File: src/rtl/fifo_arb_pkg.sv
// Shared types and helpers for the FIFO write arbiter.
// The lock FSM states are used only when FIFO_ARB_PKT_LOCK_EN is defined.
package fifo_arb_pkg;

    typedef enum logic {
        ARB_IDLE   = 1'b0,
        ARB_LOCKED = 1'b1
    } arb_state_t;

    function automatic int idx_w(input int n);
        return (n > 1) ? $clog2(n) : 1;
    endfunction

endpackage

File: src/rtl/rr_pick.sv
// Circular priority encoder: selects the first set request at or after i_ptr,
// wrapping past NREQ-1 back to 0. Purely combinational.
module rr_pick
    import fifo_arb_pkg::*;
#(
    parameter  int NREQ = 4,
    localparam int IW   = idx_w(NREQ)
) (
    input  logic [NREQ-1:0] i_req,
    input  logic [IW-1:0]   i_ptr,
    output logic [IW-1:0]   o_sel,
    output logic            o_any
);

    always_comb begin
        int          j;
        logic [IW-1:0] idx;
        o_sel = '0;
        o_any = 1'b0;
        j     = 0;
        idx   = '0;
        // Walk offsets from farthest to nearest so the nearest hit is the last write.
        for (int k = NREQ - 1; k >= 0; k--) begin
            j = int'(i_ptr) + k;
            if (j >= NREQ) j = j - NREQ;
            idx = IW'(j);
            if (i_req[idx]) begin
                o_sel = idx;
                o_any = 1'b1;
            end
        end
    end

endmodule

File: src/rtl/fifo_wr_arbiter.sv
// Round-robin arbiter sharing one FIFO write port among NREQ valid/ready producers.
// Define FIFO_ARB_PKT_LOCK_EN to hold the grant on one producer until req_last.
module fifo_wr_arbiter
    import fifo_arb_pkg::*;
#(
    parameter  int NREQ  = 4,
    parameter  int WIDTH = 8,
    parameter  int CNTW  = 16,
    localparam int IW    = idx_w(NREQ)
) (
    input  logic                  clk,
    input  logic                  rst,
    input  logic [NREQ-1:0]       i_req_valid,
    input  logic [NREQ*WIDTH-1:0] i_req_data,
    input  logic [NREQ-1:0]       i_req_last,
    output logic [NREQ-1:0]       o_req_ready,
    input  logic                  i_fifo_full,
    output logic                  o_fifo_wen,
    output logic [WIDTH-1:0]      o_fifo_data,
    output logic                  o_grant_valid,
    output logic [IW-1:0]         o_grant_id,
    output logic [CNTW-1:0]       o_wr_count
);

    logic [IW-1:0]   r_ptr;
    logic [CNTW-1:0] r_wr_count;
    logic [NREQ-1:0] w_req;
    logic [IW-1:0]   w_sel;
    logic            w_any;
    logic            w_accept;

`ifdef FIFO_ARB_PKT_LOCK_EN
    arb_state_t    r_state;
    logic [IW-1:0] r_owner;

    // While locked, only the owner is visible to the picker.
    always_comb begin
        w_req = i_req_valid;
        if (r_state == ARB_LOCKED)
            w_req = i_req_valid & (NREQ'(1) << r_owner);
    end

    always_ff @(posedge clk) begin
        if (rst) begin
            r_state <= ARB_IDLE;
            r_owner <= '0;
        end else if (w_accept) begin
            case (r_state)
                ARB_IDLE: begin
                    if (!i_req_last[w_sel]) begin
                        r_state <= ARB_LOCKED;
                        r_owner <= w_sel;
                    end
                end
                ARB_LOCKED: begin
                    if (i_req_last[w_sel]) r_state <= ARB_IDLE;
                end
                default: r_state <= ARB_IDLE;
            endcase
        end
    end
`else
    logic w_unused_last;
    assign w_unused_last = ^i_req_last;
    assign w_req         = i_req_valid;
`endif

    rr_pick #(.NREQ(NREQ)) u_pick (
        .i_req (w_req),
        .i_ptr (r_ptr),
        .o_sel (w_sel),
        .o_any (w_any)
    );

    // The picked requester is always valid, so a grant with room is an accepted beat.
    assign w_accept      = w_any & ~i_fifo_full & ~rst;
    assign o_fifo_wen    = w_accept;
    assign o_grant_valid = w_any;
    assign o_grant_id    = w_sel;
    assign o_fifo_data   = w_any ? i_req_data[int'(w_sel)*WIDTH +: WIDTH] : '0;
    assign o_wr_count    = r_wr_count;

    always_comb begin
        o_req_ready = '0;
        if (w_accept) o_req_ready[w_sel] = 1'b1;
    end

    always_ff @(posedge clk) begin
        if (rst) begin
            r_ptr      <= '0;
            r_wr_count <= '0;
        end else if (w_accept) begin
            r_ptr      <= (w_sel == IW'(NREQ - 1)) ? '0 : w_sel + 1'b1;
            r_wr_count <= r_wr_count + 1'b1;
        end
    end

endmodule

File: config.mk
export PLATFORM = sky130hd
export DESIGN_NAME = fifo_wr_arbiter
export DESIGN_NICKNAME = d
export VERILOG_FILES = /design/src/rtl/fifo_arb_pkg.sv /design/src/rtl/rr_pick.sv /design/src/rtl/fifo_wr_arbiter.sv
export SDC_FILE = /design/constraint.sdc
export NUM_CORES = 1
export LEC_CHECK = 0
export CORE_MARGIN = 2
export CORE_UTILIZATION = 37
export CTS_CLUSTER_SIZE = 20
export DETAILED_ROUTE_END_ITERATION = 8
export PLACE_DENSITY = 0.8
export SLEW_MARGIN = 0
export SYNTH_ARGS = -nofsm -noshare
export SYNTH_HDL_FRONTEND = slang
export SYNTH_HIERARCHICAL = 1
export SYNTH_SLANG_ARGS = --single-unit
File: constraint.sdc
create_clock -name clk -period 4.15 [get_ports clk]
set_input_delay 1.245 -clock clk [delete_from_list [all_inputs] [get_ports clk]]
set_output_delay 1.245 -clock clk [all_outputs]
set_load 0.05 [all_outputs]
# Yosys cells after proc, flatten, opt, wreduce, memory -nomap -nowiden
# Index checks and enable logic that the tools add are counted.
word_totals:
  output_inout_bits: 32
  ram_bits: 0
  latch_bits: 0
  in_bits: 43
  rom_bits: 0
  mem_count: 0
  word_cells: 53
  reg_bits: 18
op_classes:
  shifts: 1
  muxes: 25
  n_reduce_logical: 1
  order_cmp: 10
  eq_ne: 1
  n_mul: 0
  bitwise_logic: 4
  n_addsub: 9
  div_mod_pow: 0
op_table:
  columns: ["op", "n"]
  rows:
  - ["$shiftx A32 B6 Y8", 1]
  - ["$mux W2", 9]
  - ["$add A16 B1 Y16 const B", 1]
  - ["$lt A2 B3 Y1 const B", 5]
  - ["$ge A3 B3 Y1 const B", 3]
  - ["$mux W1", 9]
  - ["$bmux W1 S2", 4]
  - ["$mux W8", 1]
  - ["$sub A2 B1 Y2 const B", 4]
  - ["$add A2 B2 Y3 const B", 2]
  - ["$mux W4", 1]
  - ["$add A2 B1 Y3 const B", 1]
  - ["$ge A2 B3 Y1 const B", 1]
  - ["$add A2 B1 Y2 const B", 1]
  - ["$and A1 B1 Y1", 2]
  - ["$demux W1 S2", 1]
  - ["$eq A2 B2 Y1 const B", 1]
  - ["$ge A2 B1 Y1 const B", 1]
  - ["$not A1 Y1", 2]
  - ["$logic_and A1 B1 Y1", 1]

# Logic depth before layout (Yosys ltp)
logic_depth:
  word_depth: 14
  depth_mapped: 8
  ltp_nobuf: 7

# Modules after synthesis
# The synthesis kept the hierarchy.
by_module_without_submodules:
  columns: ["mod", "area_per_inst_um2", "cells_each", "n_inst", "seq_area_each_um2"]
  rows:
  - ["fifo_wr_arbiter", 1151.1, 121, 1, 360.3]
  - ["rr_pick", 77.6, 13, 1, 0.0]

# Worst setup path before layout
# OpenSTA, ideal clock, no wires.
synth_path:
  path_kind: "input port to output port"
  from: "in i_req_valid[3]"
  to: "out o_fifo_data[0]"
  cell_stages: 5
  setup_slack_ps: -502
  path_buffers: 1
  required_ps: 2905
  t_arrival_ps: 3407
  path_cell_list: "mux2i_1 a211oi_2 buf_2 mux4_2 and2_1"
synth_between:
  elab_chain_len: 8
  elab_cells_between_ends: 18
synth_lines:
  columns: ["element", "line_no", "rtl"]
  rows:
  - ["start: declaration", "fifo_wr_arbiter.sv:13", "input logic [NREQ-1:0] i_req_valid,"]
  - ["$bmux W1 S2", "rr_pick.sv:27", "if (i_req[idx]) begin"]
  - ["$mux W1 (not written as such)", "rr_pick.sv:27", null]
  - ["$mux W2 (3 in a row)", "rr_pick.sv:27", null]
  - ["$mux W2 *", "rr_pick.sv:27", null]
  - ["net o_grant_id[0]", "fifo_wr_arbiter.sv:21", "output logic [IW-1:0] o_grant_id,"]
  - ["$shiftx A32 B6 Y8 *", "fifo_wr_arbiter.sv:80", "assign o_fifo_data = w_any ? i_req_data[int'(w_sel)*WIDTH +: WIDTH] : '0;"]
  - ["$mux W8 *", "fifo_wr_arbiter.sv:80", null]
  - ["end: declaration", "fifo_wr_arbiter.sv:19", "output logic [WIDTH-1:0] o_fifo_data,"]
# The timed path passes the listed nets; every way through them passes the cells marked *. The select of a mux whose other input is x is not followed.

# Final worst setup path
layout_path:
  from: "in i_req_valid[1]"
  to: "out o_fifo_data[1]"
layout_between:
  elab_chain_len: 8
  elab_cells_between_ends: 18
layout_lines:
  columns: ["element", "line_no"]
  rows:
  - ["$bmux W1 S2", "rr_pick.sv:27"]
  - ["$mux W1 (not written as such)", "rr_pick.sv:27"]
  - ["$mux W2 (4 in a row)", "rr_pick.sv:27"]
  - ["$shiftx A32 B6 Y8", "fifo_wr_arbiter.sv:80"]
  - ["$mux W8 *", "fifo_wr_arbiter.sv:80"]
# Every way passes the cells marked *; elsewhere a longest branch is shown, timed or not. The select of a mux whose other input is x is not followed.

==> flow_summary.toml <==
[min_path]
hold_class = "reg -> reg"
holdCritStartpoint = "o_wr_count[15]"
min_to = "o_wr_count[15]"
holdPathStages = 2

[layout]
fin_nets = 263
final_cells = 258
final_common_cell = "clkdlybuf4s50_1"
layout_common_cells = "50 x clkdlybuf4s50_1, 18 x dfxtp_1, 16 x nor2_1, 14 x buf_4"
num_antenna_cells = 0
syn_to_final_growth_pct = 82.3
drive_above_1_share = 0.322

[route]
drt-wirelength-per-cell_um = 14.6
drt_iter0_markers = 100
viasPerCell = 5.08
drc_errors = 0
via_count = 1310
drt-pass1-iter-count = 4
drt-total-wl_um = 3780
antenna_left = 0

[die]
placementRows = 20
floorplan.initialDensity = 0.396
die-height_um = 61.6
io-pin-count = 75
die_w_um = 61.6
die-area_mm2 = 0.00380
core_area_mm2 = 0.00310

[synth]
synthAdderAreaFrac = 0.0509
syn_area_per_cell_um2 = 9.17
ys_seq_elements = 18
synth_compound_area_frac = 0.0611
synth_area_mm2 = 0.00123
syn_nets = 182
synthDistinctLibCells = 32
yosysWarnings = 6
synthSimpleGateAreaFrac = 0.311
synthCells = 134
synth-xor-area-share = 0.0570
synth_top_family_by_area = "simple AND/OR/NAND/NOR gates"
ys_seq_area_frac = 0.293
synthMuxAreaShare = 0.197

[sta]
fin_crit_sh = 0.987
fin_skew_ps = 13.8
max_freq_mhz = 244
layout_min_cycle_time_ps = 4100
setup_viol = 0
slew_violations = 0
max-slew-margin-rel = 0.657
hold_viol_final = 0
setup_slack_ps = 52.5
worst_slew_pin_slew_ps = 512
hold_slack_ps = 503

[placed_design]
io_buffers = 70
dp.cells = 249
dp.final_hpwl_um = 2890
post-place-ws_ps = -348
place.gp.congestion = 0.747

[clock_network]
cts_buffer_depth = 2
postCtsHoldBufs = 0
cts_buffers = 3
cts-root-buf = "clkbuf_4"
cts.reportedPaths.clkPinSlew_ps = 110
clk_latency_ps = 290
cts_tree = "done"
cts.sinks = 18
htreeDepth = 1

[setup_path]
worstSetupEndpointType = "primary output"
crit_type = "in -> out"
critPathMaxFanout = 5
r2r_start = "r_ptr[1]"
rr_endpoint = "r_ptr[1]"
cp.arrival_ps = 2850
reg2reg_depth = 10
crit_required_ps = 2900
regToRegSetupSlack_ps = 2240
crit_path_start_kind = "input port"

[global_routing]
grt.total_usage = 0.207
grt-ovfl-total = 0
grt_pass1_wl_um = 5840
grt_pass1_vias = 1197
antenna_found_initial = 0
grt_max_degree = 21

[power]
peakVddDrop_mv = 0.189
power_density_mw_per_mm2 = 278
total_power_w = 0.000622
leakage_nw = 0.856

[job]
drv_cap = 0

[status]
status = "finished, final reports clean"
## logic make-up (layout without fill, tap and decap cells)
logic type	count (synthesis)	count (layout)
xor gates and xnor gates	8	8
muxes	14	14
buffers and inverters	9	89
adders and majority gates	5	5
and+or+nand+nor	67	67
DFF	18	18
AOI/OAI and AO/OA	13	13
## per-layer routing
| metal | global-route usage | vias to the layer above | share of wire |
|---|---|---|---|
| li1 | - | 640 | - |
| met1 | 0.265 | 618 | 0.40 |
| met2 | 0.367 | 46 | 0.53 |
| met3 | 0.0357 | 6 | 0.049 |
| met4 | 0.0395 | 0 | 0.015 |
| met5 | 0 | - | 0 |
## how the worst max path moves through the flow
stage / startpoint / end / slack (ps) / cells past startpoint
finish: i_req_valid[1] / o_fifo_data[1] / 50 / 8
global route: i_req_valid[1] / o_fifo_data[1] / -10 / 8
CTS: i_req_valid[2] / o_fifo_data[3] / 0.6 / 9
detailed placement: i_req_valid[1] / o_fifo_data[3] / -350 / 7
global placement: i_req_valid[1] / o_fifo_data[4] / -270 / 7
floorplan: i_req_valid[1] / o_fifo_data[0] / -4 / 6
## metrics by stage
step,cell area [um2],TNS [ps],util
after floorplan,1280,-33.0,-
after global placement,2110,-2760,0.680
after detailed placement,2110,-3420,0.680
after CTS,2210,0,0.713
after global routing,2240,-18.1,0.722
final,2240,0,0.722
## power breakdown
part           internal (W)  switching, W  leakage (nW)
Clock             0.0000534     0.0000519        0.0210
Sequential         0.000177    0.00000869         0.146
Combinational      0.000172      0.000159         0.689
Total              0.000403      0.000219         0.856
## area by class of cell
type | instances | area, um2
fillers | 243 | 863
well taps | 44 | 55.1
inverters | 2 | 7.51
clock buffers | 4 | 36.3
repair buffers | 83 | 892
multi-input cells | 107 | 888
flip-flops and latches | 18 | 360
## cell usage after synthesis, drive strengths merged
cell type   n  share of area
dfxtp      18           0.29
nor2       18          0.055
and2       13          0.066
mux4        8           0.15
nand4       7          0.041
a21oi       6          0.024
nand2       6          0.018
or3         6          0.036
ha          5          0.051
mux2i       5          0.041
o21ai       5          0.020
clkbuf      4          0.012
xnor2       4          0.029
xor2        4          0.029
buf         3          0.012
nand2b      3          0.015
nand3       3          0.012
nor3        3          0.012
a211oi      2          0.016
inv         2         0.0061
nor2b       2          0.010
nor3b       2          0.016
and3        1         0.0061
and4        1         0.0081
mux2        1         0.0092
nand4bb     1         0.0092
nor4        1         0.0051
## critical path, stage by stage
cell	delay, ps
dlygate4sd2_1	260
a21oi_2	60
a211oi_4	190
buf_4	160
buf_12	110
mux4_2	500
and2_4	180
buf_6	140
## registers in the layout, indices dropped and copies added (netlist names)
register	flops
o_wr_count	16
r_ptr	2
## what timing repair did
item	CTS	global route
pin swaps	2	1
endpoints found under the setup margin	12	10
resized for setup	17	2
setup buffers	2	2
gates cloned	1	0
Note: power is estimated with default switching activity, not from simulation.
